### src/rtl/srt4_div_arbiter.sv
// Round-robin arbiter sharing one SRT4 radix-4 divider among NREQ requesters.
// A zero divisor is answered locally without touching the divider. A watchdog
// aborts a divider that never raises div_end.
module srt4_div_arbiter #(
  parameter int NREQ    = 4,
  parameter int WIDTH   = 8,
  parameter int TIMEOUT = 64
) (
  input  logic                    clk,
  input  logic                    rst_b,
  input  logic [NREQ-1:0]         req,
  input  logic [NREQ*WIDTH-1:0]   req_a,
  input  logic [NREQ*WIDTH-1:0]   req_b,
  output logic                    div_begin,
  output logic [WIDTH-1:0]        div_a,
  output logic [WIDTH-1:0]        div_b,
  input  logic                    div_end,
  input  logic [WIDTH-1:0]        div_q,
  input  logic [WIDTH-1:0]        div_r,
  output logic                    div_abort,
  output logic [NREQ-1:0]         grant,
  output logic [NREQ-1:0]         resp_valid,
  output logic [WIDTH-1:0]        resp_q,
  output logic [WIDTH-1:0]        resp_r,
  output logic                    resp_err,
  output logic                    busy
);

  localparam int PW = $clog2(NREQ);
  localparam int TW = $clog2(TIMEOUT);

  typedef enum logic [1:0] {
    S_IDLE,
    S_LAUNCH,
    S_WAIT,
    S_RESP
  } state_t;

  state_t            state_q, state_d;
  logic [PW-1:0]     rr_ptr_q, rr_ptr_d;
  logic [PW-1:0]     win_q, win_d;
  logic [TW-1:0]     timer_q, timer_d;
  logic [NREQ-1:0]   grant_q, grant_d;
  logic [WIDTH-1:0]  div_a_q, div_a_d;
  logic [WIDTH-1:0]  div_b_q, div_b_d;
  logic [WIDTH-1:0]  res_q_q, res_q_d;
  logic [WIDTH-1:0]  res_r_q, res_r_d;
  logic              res_err_q, res_err_d;

  logic              found;
  logic [PW-1:0]     win_idx;
  logic [PW-1:0]     scan_idx;
  logic [WIDTH-1:0]  win_a;
  logic [WIDTH-1:0]  win_b;

  // Round-robin scan: first asserted request starting at rr_ptr, wrapping.
  always_comb begin
    found    = 1'b0;
    win_idx  = '0;
    scan_idx = '0;
    for (int unsigned k = 0; k < NREQ; k++) begin
      scan_idx = PW'((32'(rr_ptr_q) + k) % 32'(NREQ));
      if (!found && req[scan_idx]) begin
        found   = 1'b1;
        win_idx = scan_idx;
      end
    end
  end

  // Operand slices of the current scan winner.
  always_comb begin
    win_a = req_a[win_idx*WIDTH +: WIDTH];
    win_b = req_b[win_idx*WIDTH +: WIDTH];
  end

  // Next-state, datapath captures and pulse outputs.
  always_comb begin
    state_d    = state_q;
    rr_ptr_d   = rr_ptr_q;
    win_d      = win_q;
    timer_d    = timer_q;
    grant_d    = grant_q;
    div_a_d    = div_a_q;
    div_b_d    = div_b_q;
    res_q_d    = res_q_q;
    res_r_d    = res_r_q;
    res_err_d  = res_err_q;
    div_begin  = 1'b0;
    div_abort  = 1'b0;
    resp_valid = '0;

    case (state_q)
      S_IDLE: begin
        if (found) begin
          win_d            = win_idx;
          grant_d          = '0;
          grant_d[win_idx] = 1'b1;
          if (win_b == '0) begin
            res_q_d   = '1;
            res_r_d   = win_a;
            res_err_d = 1'b1;
            state_d   = S_RESP;
          end else begin
            div_a_d = win_a;
            div_b_d = win_b;
            state_d = S_LAUNCH;
          end
        end
      end
      S_LAUNCH: begin
        div_begin = 1'b1;
        timer_d   = '0;
        state_d   = S_WAIT;
      end
      S_WAIT: begin
        // div_end wins over an expiring watchdog in the same cycle.
        if (div_end) begin
          res_q_d   = div_q;
          res_r_d   = div_r;
          res_err_d = 1'b0;
          state_d   = S_RESP;
        end else if (timer_q == TW'(TIMEOUT - 1)) begin
          div_abort = 1'b1;
          res_q_d   = '0;
          res_r_d   = '0;
          res_err_d = 1'b1;
          state_d   = S_RESP;
        end else begin
          timer_d = timer_q + 1'b1;
        end
      end
      S_RESP: begin
        resp_valid = grant_q;
        grant_d    = '0;
        rr_ptr_d   = (win_q == PW'(NREQ - 1)) ? '0 : win_q + 1'b1;
        state_d    = S_IDLE;
      end
      default: state_d = S_IDLE;
    endcase
  end

  // State and datapath registers with synchronous active-high reset.
  always_ff @(posedge clk) begin
    if (rst_b) begin
      state_q   <= S_IDLE;
      rr_ptr_q  <= '0;
      win_q     <= '0;
      timer_q   <= '0;
      grant_q   <= '0;
      div_a_q   <= '0;
      div_b_q   <= '0;
      res_q_q   <= '0;
      res_r_q   <= '0;
      res_err_q <= 1'b0;
    end else begin
      state_q   <= state_d;
      rr_ptr_q  <= rr_ptr_d;
      win_q     <= win_d;
      timer_q   <= timer_d;
      grant_q   <= grant_d;
      div_a_q   <= div_a_d;
      div_b_q   <= div_b_d;
      res_q_q   <= res_q_d;
      res_r_q   <= res_r_d;
      res_err_q <= res_err_d;
    end
  end

  assign div_a    = div_a_q;
  assign div_b    = div_b_q;
  assign grant    = grant_q;
  assign resp_q   = res_q_q;
  assign resp_r   = res_r_q;
  assign resp_err = res_err_q;
  assign busy     = (state_q != S_IDLE);

endmodule

### config.mk
export PLATFORM = sky130hd
export DESIGN_NAME = srt4_div_arbiter
export DESIGN_NICKNAME = d
export VERILOG_FILES = /design/src/rtl/srt4_div_arbiter.sv
export SDC_FILE = /design/constraint.sdc
export NUM_CORES = 1
export LEC_CHECK = 0
export CAP_MARGIN = 10
export CORE_ASPECT_RATIO = 1.2
export CORE_MARGIN = 2
export CORE_UTILIZATION = 39
export DETAILED_ROUTE_END_ITERATION = 8
export GPL_TIMING_DRIVEN = 0
export PLACE_DENSITY = 0.87
export SLEW_MARGIN = 20
export SYNTH_ARGS = -nofsm -noshare
export SYNTH_HDL_FRONTEND = slang
export SYNTH_SLANG_ARGS = --single-unit
### constraint.sdc
create_clock -name clk -period 7.65 [get_ports clk]
set_input_delay 1.53 -clock clk [delete_from_list [all_inputs] [get_ports clk]]
set_output_delay 1.53 -clock clk [all_outputs]
set_load 0.05 [all_outputs]
==> metrics.cfg <==
[outcome]
status=finished, final reports clean

[timing]
hold_viol=0
finalMaxSlewViolations=0
timing.fmax_mhz=211
finalCritPeriodShare=0.620
rsz0062_at_grt=no
holdWs_ps=465
maxSlewHeadroom=0.435
final.min_clock_period_ps=4740
setup_tns_ps=0
tightest_slew_ps=839
finalClockSkew_ps=5.65
setup_viol=0
worst_slack_ps=2910

[yosys]
synth_area_leader_cell=dfxtp_1
synth_area_per_cell_sq_um=8.34
synth_seq_cells=49
synth.distinct_cells=45
synth_nets=447
synth_edf_count=0
yosys.cell_count.top_type=dfxtp_1
syn_area_sq_mm=0.00294
yosysWarnings=0
synth_top_area_share=0.333
async_reset_ff_frac=0
ys_seq_area_frac=0.333
synthTopCellsByCount=dfxtp_1, nand2_1, nor2_1, nand2b_1, mux2i_1
synth_top_flop_cell=dfxtp_1
synth_area_leaders=dfxtp_1, mux2i_1, nand2_1
syn-instance-count=353

[worst_setup_path]
critPathTopFamily=buffers and inverters
crit_cells=4
path_cells=clkdlybuf4s50_1 -> nand2b_1 -> nor2_1 -> clkdlybuf4s50_1
critPathArrivalTime_ps=3210
worstSetupPathType=in -> out
crit_top_cell=clkdlybuf4s50_1
regToRegStartpoint=rr_ptr_q[0]
cp_max_fo=5
crit_slowest_cell=clkdlybuf4s50_1
startpoint_type=input port
r2r_cells=9
required_ps=6120
crit_path_end_kind=output pin
crit_buf_inv=2
max_stage_delay_ps=830
crit_start=div_end

[cells_and_area]
drive_gt1_frac=0.0570
fin_cells=581
nets=584
multiInputGateArea_sq_mm=0.00181
finalInstanceArea_sq_mm=0.00449
area_growth_pct=52.4
antenna_cells=0
seqCellArea_sq_um=981
fill_cells=614

[floorplanning]
start_util=0.405
rows=34
dieArea_sq_mm=0.00826
die_x_um=83.3
ioPinCount=131
core-area_sq_mm=0.00727
die_y_um=99.2

[drt]
met3_length_um=641
ant_nets=0
wl_per_cell_um=15.8
vias=3159
drt_iter0_markers=200
route.top_layer_used=met4
drc=0
routed_wl_um=9150
dr.pass1.iters=4
wl_met1_um=3860
dr_wl_met2_um=4490
via_per_inst=5.44

[global_route]
grt_pass1_vias=3091
grt_pass1_wl_um=14900
grt.total_usage=0.217
globalRoute.totalOverflow=0
antenna_found_initial=0
grt_max_degree=16

[clock_network]
cts_buffer_depth=2
path_clk_slew_ps=90
postCtsSetupBuffers=0
cts_root_buffer=clkbuf_8
tritoncts=done
postCtsHoldBufs=0
cts_buffers=5
clock_latency_ps=310
h-tree-depth=2
cts_resized=0
numClockSinks=49

[min_path]
min_path_cells=2
hold_class=reg -> reg
hp-start=div_b[3]

[placement]
placed_area_sq_mm=0.00436
place_inst=573
gp_congestion=0.857
dp_hpwl_um=7000
post-place-ws_ps=2950
io_buffers=130

[power_and_ir_drop]
ir_worst_vdd_v=0.000146
power.leakage_nw=1.79
p_per_area_mw_per_mm2=221

[flow_run]
maxCapViolCount=0

==> path summary, 6_finish.rpt <==
kind	endpoint	slack, ps
worst min-delay path	div_b[3]	460
worst min register to register	div_b[3]	460
worst max register to register	div_a[0]	4650
worst max-delay path	div_abort	2910
==> worst min-delay path: cells and delay by family, from the launching register on <==
family          cells  cell delay (ps)
flops               1              320
simple gates        1               60
compound gates      1               50
==> layout make-up <==
cell class | instances | area share
multi-input combinational | 274 | 0.404
timing repair buffer | 130 | 0.290
clock inverter | 2 | 0.00837
sequential | 49 | 0.219
clock buffer | 6 | 0.0184
tap | 90 | 0.0251
inverter | 5 | 0.00418
buffer | 25 | 0.0312
==> routing by layer <==
metal / vias up / GRT usage
li1: 1527 / -
met1: 1482 / 0.260
met2: 134 / 0.384
met3: 16 / 0.0531
met4: 0 / 0.0681
met5: - / 0
==> through the flow <==
stage	utilization	total power, mW
after global routing	0.617	1.04
after global placement	0.599	0.787
after detailed placement	0.599	0.796
after CTS	0.616	0.992
after floorplan	-	0.628
final	0.617	0.990
==> cell usage in the layout (no fill, tap or decap), drive strengths merged, types with 9 or more instances in the layout <==
cell           Yosys  layout
a21o               9       9
a21oi             12      12
buf               12      12
clkbuf            13      19
clkdlybuf4s50      0     130
dfxtp             49      49
mux2              16      16
mux2i             19      19
nand2             43      43
nand2b            24      24
nand3             13      13
nor2              33      33
nor2b             12      12
o21ai             17      17
==> sequential cells by signal (all words and copies together), names as in the netlist <==
| register | count |
|---|---|
| div_a | 8 |
| div_b | 8 |
| resp_q | 8 |
| resp_r | 8 |
| timer_q | 6 |
| grant | 4 |
| rr_ptr_q | 2 |
| state_q | 2 |
| win_q | 2 |
| resp_err | 1 |
==> power by group <==
group	internal, mW	switching (mW)
Clock	0.106	0.0892
Combinational	0.193	0.282
Sequential	0.294	0.0243
Total	0.594	0.396
==> cell families after synthesis <==
family | after synthesis | share of synthesized area
DFF | 49 | 0.333
xor gates and xnor gates | 4 | 0.0119
AOI/OAI and AO/OA | 74 | 0.187
buffers and inverters | 30 | 0.0540
adders and majority gates | 7 | 0.0297
and+or+nand+nor | 154 | 0.258
muxes | 35 | 0.126
Note: power is estimated with default switching activity, not from simulation.
